## config.mk

```make
export PLATFORM = sky130hd
export DESIGN_NAME = dmem_arbiter
export DESIGN_NICKNAME = d
export VERILOG_FILES = /design/src/rtl/dmem_arbiter.sv
export SDC_FILE = /design/constraint.sdc
export NUM_CORES = 1
export LEC_CHECK = 0
export BUFFER_PORTS_ARGS = -buffer_cell sky130_fd_sc_hd__buf_2
export CAP_MARGIN = 20
export CORE_AREA = 4 4 116 118
export DETAILED_ROUTE_END_ITERATION = 10
export DIE_AREA = 0 0 120 122
export GPL_ROUTABILITY_DRIVEN = 0
export GPL_TIMING_DRIVEN = 0
export SLEW_MARGIN = 25
export SYNTH_ARGS = -nofsm -noshare
export SYNTH_HDL_FRONTEND = slang
export SYNTH_SLANG_ARGS = --single-unit
```

## constraint.sdc

```tcl
create_clock -name clk -period 4.4 [get_ports clk]
set_input_delay 0.22 -clock clk [delete_from_list [all_inputs] [get_ports clk]]
set_output_delay 0.22 -clock clk [all_outputs]
set_load 0.01 [all_outputs]
```

## src/rtl/dmem_arbiter.sv

```systemverilog
// dmem_arbiter: two-port front end for the single-port 64x32 data memory.
//   Port 0 is the core load/store path; port 1 is the debug/DMA path.
//   Round-robin arbitration with an optional bounded burst lock, a word-address
//   range check, and a registered one-cycle response per port.
//
// Ports:
//   clk, rst                 clock, asynchronous active-high reset
//   reqN/weN/lockN           request, write enable, keep-ownership hint (N=0,1)
//   addrN/wdataN             word address and write data
//   gntN                     combinational grant (request accepted this cycle)
//   rvalidN/rdataN/errN      registered response for the previous cycle's grant
//   mem_read/mem_write       memory strobes (never raised for out-of-range accesses)
//   mem_addr/mem_wdata       memory address and write data
//   mem_rdata                combinational read data from the memory
module dmem_arbiter #(
    parameter int unsigned MAX_BURST = 4,
    parameter int unsigned ADDR_BITS = 6
) (
    input  logic        clk,
    input  logic        rst,
    input  logic        req0,
    input  logic        we0,
    input  logic        lock0,
    input  logic [31:0] addr0,
    input  logic [31:0] wdata0,
    input  logic        req1,
    input  logic        we1,
    input  logic        lock1,
    input  logic [31:0] addr1,
    input  logic [31:0] wdata1,
    output logic        gnt0,
    output logic        gnt1,
    output logic        rvalid0,
    output logic        rvalid1,
    output logic [31:0] rdata0,
    output logic [31:0] rdata1,
    output logic        err0,
    output logic        err1,
    output logic        mem_read,
    output logic        mem_write,
    output logic [31:0] mem_addr,
    output logic [31:0] mem_wdata,
    input  logic [31:0] mem_rdata
);

    localparam logic [3:0] MAX_B = 4'(MAX_BURST);

    logic       last_gnt;    // port granted most recently (1 after reset so port 0 wins first)
    logic       lock_valid;
    logic       lock_owner;
    logic [3:0] burst_cnt;

    logic oor0, oor1;
    logic any_gnt, sel_port, sel_we, sel_oor, sel_lock;
    logic [31:0] sel_addr, sel_wdata;

    assign oor0 = |addr0[31:ADDR_BITS];
    assign oor1 = |addr1[31:ADDR_BITS];

    // Grant selection; both grants are forced low while reset is held.
    always_comb begin
        gnt0 = 1'b0;
        gnt1 = 1'b0;
        if (!rst) begin
            if (req0 && !req1) begin
                gnt0 = 1'b1;
            end else if (req1 && !req0) begin
                gnt1 = 1'b1;
            end else if (req0 && req1) begin
                // Lock owner keeps the port until its burst count reaches the cap.
                if (lock_valid && (burst_cnt < MAX_B)) begin
                    gnt1 = lock_owner;
                end else begin
                    gnt1 = ~last_gnt;
                end
                gnt0 = ~gnt1;
            end
        end
    end

    assign any_gnt   = gnt0 | gnt1;
    assign sel_port  = gnt1;
    assign sel_we    = gnt1 ? we1    : we0;
    assign sel_oor   = gnt1 ? oor1   : oor0;
    assign sel_lock  = gnt1 ? lock1  : lock0;
    assign sel_addr  = gnt1 ? addr1  : addr0;
    assign sel_wdata = gnt1 ? wdata1 : wdata0;

    // Out-of-range grants still produce a response but never touch the memory.
    always_comb begin
        mem_read  = 1'b0;
        mem_write = 1'b0;
        mem_addr  = '0;
        mem_wdata = '0;
        if (any_gnt && !sel_oor) begin
            mem_read  = ~sel_we;
            mem_write = sel_we;
            mem_addr  = sel_addr;
            mem_wdata = sel_wdata;
        end
    end

    always_ff @(posedge clk or posedge rst) begin
        if (rst) begin
            rvalid0    <= 1'b0;
            rvalid1    <= 1'b0;
            rdata0     <= '0;
            rdata1     <= '0;
            err0       <= 1'b0;
            err1       <= 1'b0;
            last_gnt   <= 1'b1;
            lock_valid <= 1'b0;
            lock_owner <= 1'b0;
            burst_cnt  <= '0;
        end else begin
            rvalid0 <= gnt0;
            rvalid1 <= gnt1;
            err0    <= gnt0 & oor0;
            err1    <= gnt1 & oor1;
            rdata0  <= (gnt0 && !we0 && !oor0) ? mem_rdata : '0;
            rdata1  <= (gnt1 && !we1 && !oor1) ? mem_rdata : '0;

            if (any_gnt) begin
                last_gnt <= sel_port;
                if (sel_lock) begin
                    if (lock_valid && (lock_owner == sel_port)) begin
                        if (burst_cnt < MAX_B) begin
                            burst_cnt <= burst_cnt + 4'd1;
                        end
                    end else begin
                        lock_valid <= 1'b1;
                        lock_owner <= sel_port;
                        burst_cnt  <= 4'd1;
                    end
                end else begin
                    lock_valid <= 1'b0;
                    burst_cnt  <= '0;
                end
            end else begin
                // An idle cycle breaks any burst in progress.
                lock_valid <= 1'b0;
                burst_cnt  <= '0;
            end
        end
    end

endmodule

```

==> out/qor.csv <==
metric,value,unit
nets,860,
cp.required,4.18,ns
period_share,0.607,
swShare,0.220,
cp-start-kind,flop,
cts_buffers,9,
vias,3922,
crit_type,flop to output pin,
fin_crit,2.67,ns
clkTransAtPathRegs,0.05,ns
drt_first_pass_iters,4,
grt.total_usage,0.176,
ant_nets,0,
wirelength,13600,um
fmax,375,MHz
seqPwrFrac,0.448,
die_height,122,um
num_rows,41,
syn_area_per_cell,9.59,um^2
finalHoldViolCount,0,
grt_pass1_wl,19800,um
synth_edf_count,0,
routedWlPerCell,15.6,um
core,0.0125,mm^2
relSlewSlack,0.451,
drive_gt1_frac,0.482,
worstMarginPinSlew,0.818,ns
clockPowerShare,0.432,
synth_area,0.00361,mm^2
area_growth,55.7,%
ctsHoldBuffers,1,
dieArea,0.0146,mm^2
finalClockSkew,0.00419,ns
ys_seq_area_frac,0.521,
power_leakage,3.14,nW
setup_slack,1.73,ns
worstPathArrival,2.45,ns
h-tree-depth,3,
drc,0,
root_buffer,clkbuf_16,
drv_slew,0,
final_common_cell,buf_2,
pwr-share-comb,0.120,
drt_iter0_markers,238,
holdWs,0.106,ns
port_buffers,277,
clk_path_buf_depth,2,
synth_cell_types,35,
synth_top_flop_cell,dfrtp_1,
grt_max_degree,47,
tritoncts,done,
ys_seq_elements,75,
clk_latency,0.32,ns
finalPower,0.00157,W
status,"finished, final reports clean",
dp_worst_setup_slack,1.92,ns
intPower,0.00122,W
antenna_found_initial,1,
start_util,0.289,
rsz0062_at_grt,no,
dp_hpwl,11400,um
pin_count,304,
worstPathMaxFanout,10,
power_density,279,mW/mm^2
worstSetupEndpointType,output pin,
cap_viol_max_count,0,
post_cts_resized,0,
async_flop_share,1.00,
die_w,120,um
ys.warnings.count,0,
setup_viol,0,
syn-instance-count,376,
overflow,0,
vdd_ir_drop_max,0.125,mV
first_global_vias,3836,
p_sw,0.000345,W
layout.cells.most_common_list,"281 x buf_2, 80 x nand3_1, 74 x dfrtp_1, 64 x and2_1, 44 x a21oi_1",
viasPerCell,4.52,
post-cts-setup-buffers,0,
cts_sinks,75,
hold_class,input pin to flop,
## Yosys cell counts (all sizes together) (2+ instances only)
| cell type | count | share of area |
|---|---|---|
| o21ai | 2 | 0.0028 |
| nor4 | 12 | 0.021 |
| nand4 | 2 | 0.0035 |
| nand3 | 80 | 0.11 |
| nand2b | 2 | 0.0035 |
| mux2i | 2 | 0.0056 |
| and2 | 64 | 0.11 |
| nor3b | 3 | 0.0076 |
| a21oi | 44 | 0.061 |
| buf | 43 | 0.084 |
| nand3b | 2 | 0.0042 |
| nand2 | 6 | 0.0062 |
| clkbuf | 10 | 0.010 |
| nor2 | 13 | 0.014 |
| dfrtp | 74 | 0.51 |
| inv | 5 | 0.0052 |
## power groups by stage
stage / combinational (W) / sequential [W] / clock, W
final: 0.000189 / 0.000702 / 0.000677
after CTS: 0.000189 / 0.000702 / 0.000700
after global placement: 0.000182 / 0.000713 / 0
after floorplan: 0.0000827 / 0.000714 / 0
after detailed placement: 0.000188 / 0.000714 / 0
after global routing: 0.000210 / 0.000702 / 0.000740
## final timing paths
check	startpoint	to	slack [ns]	cells after the start
max	burst_cnt[3]	mem_read	1.73	8
min	mem_rdata[7]	rdata0[7]	0.11	2
max reg2reg	burst_cnt[3]	rdata0[12]	2.38	6
min reg2reg	last_gnt	last_gnt	0.47	2
max in group asynchronous	rst	rdata1[27]	3.38	4
min in group asynchronous	rst	burst_cnt[1]	0.47	3
## area by class of cell
class                      instances  area, um^2
antenna                            1        2.50
buffer                            53         339
clock buffer                      12         236
clock inverter                     3        40.0
fill                            1241        6850
inverter                           5        21.3
multi-input combinational        268        1460
sequential                        75        1880
tap                              172         215
timing repair buffer             279        1420
## stage by stage
step	TNS [ns]	std cells	instance area (um^2)	utilization
floorplan	0	401	3700	-
global placement	-2.65	850	5300	0.425
detailed placement	0	851	5320	0.427
CTS	0	867	5610	0.450
global route	0	868	5610	0.450
finish	0	868	5610	0.450
## critical path, cell delays in order (launching register included)
cell	delay, ns
dfrtp_1	0.41
nor3b_2	0.21
mux2i_1	0.23
or2_1	0.13
buf_2	0.20
clkbuf_1	0.42
nand3b_1	0.15
a21oi_1	0.18
buf_2	0.20
## metal layers
| metal | vias up | part of all wire | global-route usage |
|---|---|---|---|
| met5 | - | 0 | 0 |
| met4 | 0 | 0.023 | 0.0623 |
| met3 | 29 | 0.093 | 0.0492 |
| met2 | 248 | 0.52 | 0.326 |
| met1 | 1788 | 0.36 | 0.194 |
| li1 | 1857 | - | - |
## state kept, by name, indices dropped and copies added (netlist names)
register    count
burst_cnt       4
err0            1
err1            1
last_gnt        1
lock_owner      1
lock_valid      1
rdata0         32
rdata1         32
rvalid0         1
rvalid1         1
## logic make-up (layout without fill, tap and decap cells)
kind of cell / Yosys count / count (layout) / synth area share
AO/OA/AOI/OAI: 48 / 48 / 0.0684
XOR/XNOR: 1 / 1 / 0.00243
adder cells (fa/ha/maj): 1 / 1 / 0.00347
buffers and inverters: 58 / 352 / 0.0992
flip-flops: 75 / 75 / 0.521
multiplexers: 3 / 3 / 0.00867
other: 1 / 27 / 0.00104
AND/OR/NAND/NOR: 189 / 189 / 0.296
No activity file was read; power rests on OpenSTA's default activity.
